**config.mk**
```make
export PLATFORM = sky130hd
export DESIGN_NAME = mux8_rr_arbiter
export DESIGN_NICKNAME = d
export VERILOG_FILES = /design/src/rtl/mux8_rr_arbiter.sv
export SDC_FILE = /design/constraint.sdc
export NUM_CORES = 1
export LEC_CHECK = 0
export CORE_ASPECT_RATIO = 1.5
export CORE_MARGIN = 10
export CORE_UTILIZATION = 40
export CTS_BUF_LIST = sky130_fd_sc_hd__clkbuf_4 sky130_fd_sc_hd__clkbuf_8 sky130_fd_sc_hd__clkbuf_16
export CTS_CLUSTER_DIAMETER = 100
export DETAILED_ROUTE_END_ITERATION = 8
export PLACE_DENSITY_LB_ADDON = 0.15
export SYNTH_ARGS = -nofsm -noshare
export SYNTH_HDL_FRONTEND = slang
export SYNTH_SLANG_ARGS = --single-unit
```
**constraint.sdc**
```tcl
create_clock -name clk -period 3.5 [get_ports clk]
set_input_delay 0.875 -clock clk [delete_from_list [all_inputs] [get_ports clk]]
set_output_delay 0.875 -clock clk [all_outputs]
set_load 0.01 [all_outputs]
```
**src/rtl/mux8_rr_arbiter.sv**
```systemverilog
// Round-robin arbiter sharing one 8:1 bit mux among eight requesters.
// Grants are bounded to MAX_HOLD transfers per tenure.
module mux8_rr_arbiter #(
  parameter int MAX_HOLD = 4,
  parameter int CW       = 3
) (
  input  logic       clk,
  input  logic       reset,
  input  logic       en,
  input  logic [7:0] req,
  input  logic [7:0] w,
  output logic [7:0] gnt,
  output logic [2:0] s,
  output logic       f,
  output logic       f_valid,
  output logic       busy
);

  typedef enum logic {
    IDLE,
    GRANT
  } state_t;

  state_t        state_q, state_d;
  logic [2:0]    ptr_q, ptr_d;
  logic [CW-1:0] cnt_q, cnt_d;
  logic [7:0]    gnt_d;
  logic [2:0]    s_d;
  logic          f_d;
  logic          fv_d;

  logic [2:0]    nxt;
  logic          have_req;
  logic          xfer;
  logic          at_max;
  logic          rel;

  // Scan ptr+8 down to ptr+1 so the nearest requester after ptr wins.
  function automatic logic [2:0] pick(
    input logic [2:0] p,
    input logic [7:0] r
  );
    logic [2:0] idx;
    pick = p;
    for (int k = 8; k >= 1; k--) begin
      idx = p + 3'(k);
      if (r[idx]) pick = idx;
    end
  endfunction

  assign nxt      = pick(ptr_q, req);
  assign have_req = en && (|req);
  assign xfer     = req[s];
  assign at_max   = (cnt_q == CW'(MAX_HOLD));
  assign rel      = !xfer || at_max || !en;
  assign busy     = (state_q == GRANT);

  always_comb begin
    state_d = state_q;
    ptr_d   = ptr_q;
    cnt_d   = cnt_q;
    gnt_d   = gnt;
    s_d     = s;
    f_d     = f;
    fv_d    = 1'b0;
    unique case (state_q)
      IDLE: begin
        gnt_d = 8'h00;
        if (have_req) begin
          state_d = GRANT;
          gnt_d   = 8'h01 << nxt;
          s_d     = nxt;
          ptr_d   = nxt;
          cnt_d   = CW'(1);
        end
      end
      GRANT: begin
        fv_d = xfer;
        if (xfer) f_d = w[s];
        if (rel) begin
          if (have_req) begin
            gnt_d = 8'h01 << nxt;
            s_d   = nxt;
            ptr_d = nxt;
            cnt_d = CW'(1);
          end else begin
            state_d = IDLE;
            gnt_d   = 8'h00;
            cnt_d   = '0;
          end
        end else begin
          cnt_d = cnt_q + CW'(1);
        end
      end
      default: begin
        state_d = IDLE;
        gnt_d   = 8'h00;
      end
    endcase
  end

  always_ff @(posedge clk) begin
    if (reset) begin
      state_q <= IDLE;
      ptr_q   <= 3'd7;
      cnt_q   <= '0;
      gnt     <= 8'h00;
      s       <= 3'd0;
      f       <= 1'b0;
      f_valid <= 1'b0;
    end else begin
      state_q <= state_d;
      ptr_q   <= ptr_d;
      cnt_q   <= cnt_d;
      gnt     <= gnt_d;
      s       <= s_d;
      f       <= f_d;
      f_valid <= fv_d;
    end
  end

endmodule

```
[Word level (Yosys, flattened, before mapping)]
Cells that the tools add are included.
Operators by class
  $add $sub $neg: 8
  order comparisons: 8
  equality and inequality tests: 3
  shifts and indexed selects: 1
  multiplexer cells: 41
  bitwise logic cells: 1
  reduce and logical (&&, ||, !) cells: 8
Operators with widths (count)
  2-to-1 mux 3 bit: 13
  less-than comparator 3 x 4 -> 1 bit, second input constant: 8
  binary-select mux 1 bit (select 3 bit): 9
  one-hot mux 3 bit (2 select lines): 3
  2-to-1 mux 8 bit: 2
  one-hot mux 8 bit (2 select lines): 1
  adder 3 bit, second input constant: 4
  2-to-1 mux 1 bit: 12
  OR reduction 8 bit: 1
  left shift 1 x 3 -> 8 bit, first input constant: 1
  adder 3 x 1 -> 3 bit, second input constant: 2
  adder 3 x 2 -> 3 bit, second input constant: 2
  equality test 3 bit, second input constant: 1
  logical NOT 1 bit: 2
  logical OR 1 bit: 2
  != test 2 x 1 -> 1 bit, second input constant: 1
  != test 2 bit, second input constant: 1
  one-hot mux 1 bit (2 select lines): 1
  AND reduction 2 bit: 1
  OR reduction 2 bit: 1
  logical AND 1 bit: 1
  NOT 1 bit: 1
Storage, ports and cells
  register bits: 20
  input bits: 19
  output and inout bits: 14
  logic and storage cells: 77

[Longest topological paths before layout]
Gate-level depths: netlist of the first run.
  depth in word-level cells: 14
  depth in mapped cells: 12
  mapped depth without buffers: 9

[Worst setup path after synthesis of the first run]
OpenSTA, ideal clock, no wires.
  kind: reg-to-reg
  start: register ptr_q[1]
  end: register s[0]
  setup time: 0.070 ns
  arrival: 2.971 ns
  required time: 3.430 ns
  path slack: 0.459 ns
  cell stages (with the launch flop): 12
  buffers on the path: 2
  period minus slack after synthesis: 3.041 ns
  cell sequence: dfxtp_1 > clkbuf_1 > inv_1 > ha_1 > buf_6 > mux4_2 > mux2_2 > a22oi_1 > mux2i_2 > nand4b_4 > or2_1 > a21oi_1
On the way
  cells in the longest elaborated chain, start to end: 13
  elaborated cells between the ends (all ways): 31
  classes of those cells: 7 x add/sub; 24 x mux
Ends and longest elaborated chain
  start, declared: line 25  | logic [2:0] ptr_q, ptr_d;
  start signal, assigned: line 113  | ptr_q <= ptr_d;
  adder 3 bit: line 46  | idx = p + 3'(k);
  binary-select mux 1 bit (select 3 bit): line 47  | if (r[idx]) pick = idx;
  2-to-1 mux 1 bit (implied by the code): line 47
  2-to-1 mux 3 bit (6 in a row): line 47
  2-to-1 mux 3 bit *: line 47
  2-to-1 mux 3 bit *: line 69, 81
  2-to-1 mux 3 bit: line 80  | if (rel) begin
  one-hot mux 3 bit (2 select lines) *: line 66  | unique case (state_q)
  end signal, assigned: line 108  | s <= 3'd0;
  end signal, assigned: line 116  | s <= s_d;
  end, declared: line 13  | output logic [2:0] s,
Mark *: on every way between the ends. The rest lies on a longest branch, timed or not. The select of a mux whose other input is x is not followed.
A chain may end at the register's enable or synchronous reset.

[Final worst setup path of the first run]
  start: input req[7]
  end: register s[0]
On the way
  cells in the longest elaborated chain, start to end: 12
  elaborated cells between the ends (all ways): 32
  classes of those cells: 1 x eq/ne; 26 x mux; 5 x reduce/logical
Ends and longest elaborated chain
  start, declared: line 10  | input logic [7:0] req,
  binary-select mux 1 bit (select 3 bit): line 47
  2-to-1 mux 1 bit (implied by the code): line 47
  2-to-1 mux 3 bit (7 in a row): line 47
  2-to-1 mux 3 bit: line 69, 81
  2-to-1 mux 3 bit: line 80
  one-hot mux 3 bit (2 select lines): line 66
Several ways; a longest one is shown, not always the timed one. The select of a mux whose other input is x is not followed.

==> reports/summary.md, run 1 <==
The run finished with clean final reports. Setup violations remaining at the end of the flow were counted as 0. Of all flip-flops after synthesis, the portion carrying an async set or reset was 0%.

For this block, the initial DRC count from the detailed router was 93. The clock transition time at the flip-flop clock pins of the worst setup and hold paths was 70 ps; the final-layout setup total negative slack was 0 ps. In this run the standard cell core region covers 0.00450 mm^2.

The final period demand of the worst path was 3220 ps; the number of I/O pins was 33. The die covers 0.00777 mm^2. The layer flagged by global routing as most heavily used is met2. The hold violation total from the final report was 0; the count of flip-flops with a built-in enable after synthesis was 0. The clock passes through at most 2 buffers. The run gives 4980 um as the total wire length. The number of H-tree branching levels was 1. After global routing the overflow that remains totals 0.

Prior to clock tree synthesis, the placed netlist has a worst setup slack of 11.9 ps. The logs give 4090 um for the post-DP HPWL and 3400 ps for the data arrival time at the worst-slack endpoint. The kind of cell with the highest combined delay along the critical path is multiplexers. At the pin with the least slew margin, the transition time is 489 ps. The weighted congestion reported at the end of routability-driven placement is 0.828.

The most common cell in the synthesized netlist is sky130_fd_sc_hd__nand2_1. The die is 75.4 um wide. The root buffer cell chosen for the clock tree is sky130_fd_sc_hd__clkbuf_8. The worst setup path is of the input port to register kind. For this run, the top clock speed supported by timing is 310 MHz. Measured against its own limit, the worst slew margin works out to 67.3%.

Sequential elements use 21.8% of the synthesized area. Of all cell types, the one taking the most synthesized area is sky130_fd_sc_hd__dfxtp_1. The tools report the startpoint class of the critical path as an input port. Global routing used 2.22% of the available met3 tracks. Using the TritonRoute via totals, the vias-per-cell ratio works out to 5.96. Entering global routing, the biggest net connects 24 pins. The data required time of the worst path came out at 3680 ps. When the netlist entered floorplanning its net count stood at 212.

Part of the power in registers: 18.1%. Most instantiated flip-flop cell in the synthesis netlist: sky130_fd_sc_hd__dfxtp_1. The iteration count of the initial detailed-routing pass came out at 4.

For this run, the slowest stage of the critical path takes 530 ps. Once the floorplan was initialized, standard cells occupied 40.9% of the core. For this run, the post-layout net count is 257.

The height of the die was 103 um. The run gives 13.5% as the overall track demand over capacity in global routing. In this run the biggest area consumer among cell types represents 21.8% of the synthesized area. The mapped netlist covers 0.00184 mm^2. By count the netlist is led by sky130_fd_sc_hd__nand2_1, sky130_fd_sc_hd__dfxtp_1, sky130_fd_sc_hd__a21oi_1, sky130_fd_sc_hd__nor2_1, sky130_fd_sc_hd__mux4_2. Dividing total power by cell area gives a power density of 827 mW/mm^2.

After detailed routing, the average wire length per cell comes to 17.8 um. The internal power of the cells totals 1.06 mW. STA classifies the critical path endpoint as a register. Global routing used 13.2% of the available met1 tracks. The repair_antennas step left the layout with diodes totalling 0. For the synthesized netlist cell count, the log shows 189. In the post-route analysis, the smallest setup slack over all paths is 276 ps. The switching share of power is 45.1%.

The average instance in the mapped netlist occupies 9.74 um^2. The run gives 250 ps as the latest clock arrival within the worst-skew pair. Once the clock tree was built, the resizer swapped 0 gates to a different size.

The leakage dissipation was 0.884 nW; the total setup buffers inserted after CTS was 0. The share of layout cells above drive strength 1 is 28.0%. TritonCTS built the clock tree. The Yosys warning count is 0. The worst path buffer plus inverter count is 1. In this run, post-CTS hold repair placed 0 buffers.

The initial antenna violation count is 0, and the largest fanout on the critical path is 6. During placement, the flow inserted port buffers numbering 32. Dividing the final minimum period by the clock period gives 92.1%. The via count of the first global-routing pass was 1729. Compared with the post-synthesis result, the final layout area differs by 26.4%. After floorplanning, the core was divided into 30 placement rows. The run gives 0.408 mV as the maximum ir drop on the vdd rail. Portion of total power attributed to combinational logic: 74.4%. Across the routed clock network, the largest skew measured is 1.35 ps. The count of nets left with antenna violations once routing finished came out at 0. Summed over all nets, the switching power comes to 0.867 mW. Counting the buffers created by CTS gives 3. The run gives 0 as the final number of max-transition violations. In the post-synthesis netlist, the biggest area contributors are sky130_fd_sc_hd__dfxtp_1, sky130_fd_sc_hd__mux4_2, sky130_fd_sc_hd__mux2_2. The power share of the clock group was 7.5%.

The critical path goes through clkdlybuf4s50_1 > mux4_2 > mux2_2 > a22oi_1 > mux2i_2 > nand4b_4 > or2_1 > a21oi_1. In this run, synthesis produced a sequential element count of 20. Among all stages on the critical path, the largest delay is contributed by sky130_fd_sc_hd__clkdlybuf4s50_1. In the global route stage, met2 resource usage came out at 26.3%. For the number of max-cap violations, the log shows 0.

The type of the tightest min-delay check was register to register. Setup repair after global routing left no endpoint under its margin. Yosys mapped the design onto 58 distinct sky130hd cell types. The run gives 1668 as the total vias in the final route. The clock net in this run drives a total of 20 sinks. The run gives 0 as the number of remaining DRC errors.

The first global-routing pass estimated 8230 um of wire.
-- final timing paths --
kind	cells after the start	startpoint	endpoint	slack [ps]
worst min register to register	2	gnt[7]	gnt[7]	450
worst min-delay path	2	gnt[7]	gnt[7]	450
worst max-delay path	8	req[7]	s[0]	280
worst max register to register	9	ptr_q[1]	s[0]	440
-- through the flow --
step,utilization (%),instance area [um^2],std cells,hold slack (ps),power [mW]
final,51.7,2330,280,452,1.92
after global routing,51.7,2330,280,474,2.07
after CTS,51.7,2330,280,453,1.93
after detailed placement,50.7,2290,277,443,1.79
after global placement,50.7,2290,277,439,1.76
after floorplan,-,1840,189,458,1.44
-- area by class of cell --
cell class              count  area, um^2
repair buffers             50         455
fillers                   429        2180
inverters                   5        18.8
well taps                  48        60.1
multi-input cells         154        1350
flip-flops and latches     20         400
clock buffers               3        41.3
-- worst reg2reg max path, delay by kind of cell (launching register included) --
family | cells | cell delay (ps)
DFF | 1 | 330
buffers and inverters | 1 | 120
and+or+nand+nor | 2 | 320
muxes | 3 | 1120
AOI/OAI and AO/OA | 2 | 410
adders and majority gates | 1 | 630
-- per-layer routing --
metal | up-vias | wire [um] | share of wire (%)
met1 | 802 | 1760 | 35
met3 | 14 | 179 | 3.6
li1 | 812 | - | -
met2 | 40 | 2900 | 58
met5 | - | 0 | 0
met4 | 0 | 143 | 2.9
-- cell families after synthesis --
logic type	after synthesis	synth area share (%)
AO/OA/AOI/OAI	49	20.7
XOR/XNOR	3	1.84
adder cells (fa/ha/maj)	4	2.72
buffers and inverters	15	4.83
flip-flops	20	21.8
multiplexers	34	29.4
AND/OR/NAND/NOR	64	18.8
-- power groups by stage --
| stage | clock (mW) | sequential [mW] | combinational, mW |
|---|---|---|---|
| final | 0.143 | 0.348 | 1.43 |
| after global routing | 0.159 | 0.362 | 1.55 |
| after CTS | 0.147 | 0.352 | 1.43 |
| after detailed placement | 0 | 0.357 | 1.43 |
| after global placement | 0 | 0.353 | 1.41 |
| after floorplan | 0 | 0.350 | 1.09 |
-- flip-flops by register name (all words and copies together), names as in the netlist --
name,flops
f_valid,1
busy,1
cnt_q,3
f,1
ptr_q,3
s,3
gnt,8
-- placed cells by master, fill, tap and decap left out, drive strengths merged, types with 2 or more instances in the layout --
cell type and count:
o22ai 2, buf 18, clkdlybuf4s50 32, nor4 2, a211oi 2, o21ai 9, mux2i 9, xor2 2
mux4 13, or2 2, nand4b 2, mux2 12, o31ai 2, a21oi 16, nand2b 4, nor2 15
a22oi 2, a2111oi 2, a221oi 2, ha 4, nand2 25, nor3 3, clkbuf 3, dfxtp 20
nand3 4, a21boi 2, inv 5
Note: power is estimated with default switching activity, not from simulation.
==> inputs of run 2 (changes only) <==
- ABC_AREA: not set -> 1
- CORE_MARGIN: 10 -> 2
==> reports/summary.md, run 2 <==
After synthesis, flip-flops and latches occupy 23.6% of the total area. Combinational logic burns 74.2% of the power. Derived from the worst setup path, the maximum achievable clock frequency is 372 MHz.

From synthesis to final layout, the design area changed by 22.5%. The worst stage delay on the critical path is 550 ps. The total setup violations reported at the end of the flow came out at 0. Global routing consumed, on the met3 layer, 1.86% of the routing resources.

Once the clock tree was built, the resizer swapped 0 gates to a different size. Global routing consumed, on the met1 layer, 20.0% of the routing resources. gnt holds more flip-flops than any other register. STA classifies the critical path endpoint as a register. The worst-case IR drop observed on VDD is 0.741 mV. At the end of routability-driven placement, the weighted congestion stood at 0.875. The register with the most flip-flops in the layout has 8 of them. The first global-routing pass estimated 6870 um of wire. Setup repair after global routing left no endpoint under its margin. The post-layout net count was 315; the worst setup slack before clock tree synthesis was 654 ps. The synthesized design contains 20 register bits. The initial antenna violation count is 0. The share of layout cells above drive strength 1 is 17.9%, and the period utilization is 76.9%. Average vias per placed instance: 4.92.

The number of cells on the worst reg-to-reg path is 15. The first routing iteration left 24 violations. For this design, the sink count on the clock tree is 20. The cell area that synthesis handed to floorplanning was 0.00170 mm^2. The most frequent cell after synthesis is sky130_fd_sc_hd__nand2_1. Among the stages of the critical path, the cell type that occurs most often is sky130_fd_sc_hd__nand2_1. The floorplan step defined a die boundary enclosing 0.00479 mm^2. Grouping stages by cell kind, the critical path spends the most delay in simple AND/OR/NAND/NOR gates. Traced cell by cell, the critical path runs through clkinv_4 > ha_1 > inv_1 > nand3_1 > nand3_2 > nand3_1 > nand3_1 > nand2_1 > nand2_1 > nand2_1 > nand2_2 > a21oi_1 > nor2_1 > nand2_1 > a21oi_2.

In this run, the clock network consumes 9.9% of the power. The netlist uses 26 different library cells. Final number of max-transition violations: 0. The most common cell after layout, fill and taps aside is sky130_fd_sc_hd__nand2_1. TritonCTS buffer count: 3.

The top cell types in the final layout, fill and taps aside, are sky130_fd_sc_hd__nand2_1, sky130_fd_sc_hd__clkdlybuf4s50_1, sky130_fd_sc_hd__inv_1, sky130_fd_sc_hd__nor2_1, sky130_fd_sc_hd__dfxtp_1. The tools report the data arrival time at the worst-slack endpoint as 2820 ps. The worst register-to-register path begins at ptr_q[1]. Entering global routing, the biggest net connects 19 pins.

The HPWL after detailed placement is 3310 um. The count of flip-flops with a built-in enable after synthesis works out to 0. Ranked by instance count, the synthesized netlist is headed by sky130_fd_sc_hd__nand2_1, sky130_fd_sc_hd__inv_1, sky130_fd_sc_hd__nor2_1. The layer flagged by global routing as most heavily used is met2. For the number of instances in the placed design, the log shows 333. The endpoint identified for the worst register-to-register timing path is gnt[5]. In this run the power spent charging and discharging nets is 1.25 mW. The switching share of power is 54.0%, and the worst-case clock skew is 6.97 ps. The run gives 2.31 mW as the overall power consumption.

For the via count of the first global-routing pass, the log shows 1575. Type of the tightest min-delay check: register to register. The count of antenna diodes in the layout is 0, and the final antenna-violating net count is 0. The die span in x is 57.2 um, and the iteration count of the initial detailed-routing pass is 4.

The final worst-path setup slack was 809 ps; the mean area per synthesized cell was 6.50 um^2. Together, buffers and inverters on the worst path number 2. Buffers placed on the I/O ports in this run total 32. For this design, the CTS-stage hold fixing added 0 buffers. Counting every net in the synthesized netlist gives 284. Of the post-synthesis cell area, the dominant cell type holds 23.6%.

Cell with the largest stage delay on the worst path: sky130_fd_sc_hd__dfxtp_1. Once placement finished, the instance area stood at 0.00201 mm^2. In this run the static leakage power is 0.972 nW.

The global routing usage on met2 is 32.8%, and the relative max-transition margin is 51.6%. For the worst-skew pair, the clock arrives at the later sink with an insertion delay of 260 ps. For the maximum clock path buffer count, the log shows 2.

The run finished with clean final reports. The tools report the floorplan row count as 29. The number of max-cap violations was 0.

The worst setup path is launched from a register. Cell internal power was estimated by the tool at 1.06 mW. After clock tree synthesis, the clock-pin slew on the worst setup and hold paths is 80 ps. In this run the standard cell core region covers 0.00414 mm^2. After detailed routing, the number of remaining DRC violations is 0.

The number of I/O pins was 33; the final-layout setup total negative slack was 0 ps. The tools report the total wire length as 4100 um. Across all hold checks on the routed design, the worst slack comes to 464 ps. The slew at the pin with the worst max-slew slack works out to 724 ps. The routed layout has 1657 vias.

The worst setup path is of the register to register kind. For the data required time of the worst path, the log shows 3630 ps. TritonCTS built the clock tree. Across every metal layer, demand over resource in global routing totals 17.6%. After routing the design area is 0.00208 mm^2. After detailed routing, the average wire length per cell comes to 12.2 um. After synthesis, the share of flip-flops with an asynchronous set or reset is 0%. During synthesis, Yosys emitted a total of 0 warnings. The reg-to-reg setup timing slack came out at 810 ps.

For the non-filler instance count after layout, the log shows 337. The die is 83.7 um tall. After clock tree synthesis, the setup repair step added 0 buffers. Once the floorplan was initialized, standard cells occupied 41.0% of the core.

Subtracting the final worst setup slack from the clock period gives 2690 ps. Sequential cells account for 15.9% of the total power. The startpoint of the tightest hold check path is f. Most instantiated flip-flop cell in the synthesis netlist: sky130_fd_sc_hd__dfxtp_1.

Counting every instance in the synthesized netlist gives 261. The total overflow left after global routing is 0. The hold violation total from the final report came out at 0.

Along the worst hold path, the cell count comes to 2. By area the synthesized netlist is led by sky130_fd_sc_hd__dfxtp_1, sky130_fd_sc_hd__nand2_1, sky130_fd_sc_hd__nand3_2. Once layout is complete, the utilization of the core stands at 50.2%. The largest fanout on the critical path is 10.

The path with the worst hold slack has its endpoint at f. The run gives 1 as the number of H-tree branching levels. sky130_fd_sc_hd__dfxtp_1 takes more of the synthesized area than any other cell.

The power density relative to cell area was 1110 mW/mm^2. The tools report the root cell of the clock tree as sky130_fd_sc_hd__clkbuf_8.
==> run 2: changes by cell type in the layout (fill, tap and decap cells not counted), sizes merged, moves of 3 or more <==
cell,change
nand2b,-4
mux4,-13
nor3,-3
o21ai,+3
nand3,+26
nor2,+11
mux2i,-9
nand2,+76
mux2,-12
buf,-17
inv,+25
==> run 2: power groups by stage <==
stage | sequential, mW | clock [mW] | combinational, mW
floorplan | 0.369 | 0 | 1.38
global placement | 0.374 | 0 | 1.70
detailed placement | 0.373 | 0 | 1.71
CTS | 0.368 | 0.235 | 1.72
global route | 0.377 | 0.242 | 1.91
finish | 0.367 | 0.229 | 1.71
==> run 2: area by class of cell <==
class	count	area, um^2
Clock buffer	3	41.3
Multi-Input combinational cell	202	1090
Sequential cell	20	400
Fill cell	446	2060
Clock inverter	1	30.0
Timing Repair Buffer	33	328
Tap cell	46	57.6
Inverter	32	130
==> run 2: worst register-to-register path, delay by kind of cell (launching register included) <==
kind	cells	cell delay, ps
AND/OR/NAND/NOR	10	890
flip-flops	1	550
adder cells (fa/ha/maj)	1	500
buffers and inverters	2	360
AO/OA/AOI/OAI	2	270
==> run 2: worst max-delay path by stage <==
stage,start,endpoint,slack (ps),cells past startpoint
floorplan,ptr_q[0],gnt[5],1260,20
global placement,req[7],gnt[5],650,17
detailed placement,req[6],gnt[5],650,14
CTS,ptr_q[1],gnt[5],800,15
global route,ptr_q[1],gnt[2],590,18
finish,ptr_q[1],gnt[5],810,15
==> run 2: routing by layer <==
| metal | vias to the layer above | wire [um] |
|---|---|---|
| li1 | 890 | - |
| met1 | 739 | 1670 |
| met2 | 22 | 2250 |
| met3 | 6 | 107 |
| met4 | 0 | 64 |
| met5 | - | 0 |
==> run 2: kinds of logic after synthesis <==
family	Yosys count	share of synthesized area [%]
buffers and inverters	39	12.1
xor gates and xnor gates	2	1.03
AOI/OAI and AO/OA	38	13.0
DFF	20	23.6
and+or+nand+nor	158	47.3
adders and majority gates	4	2.95
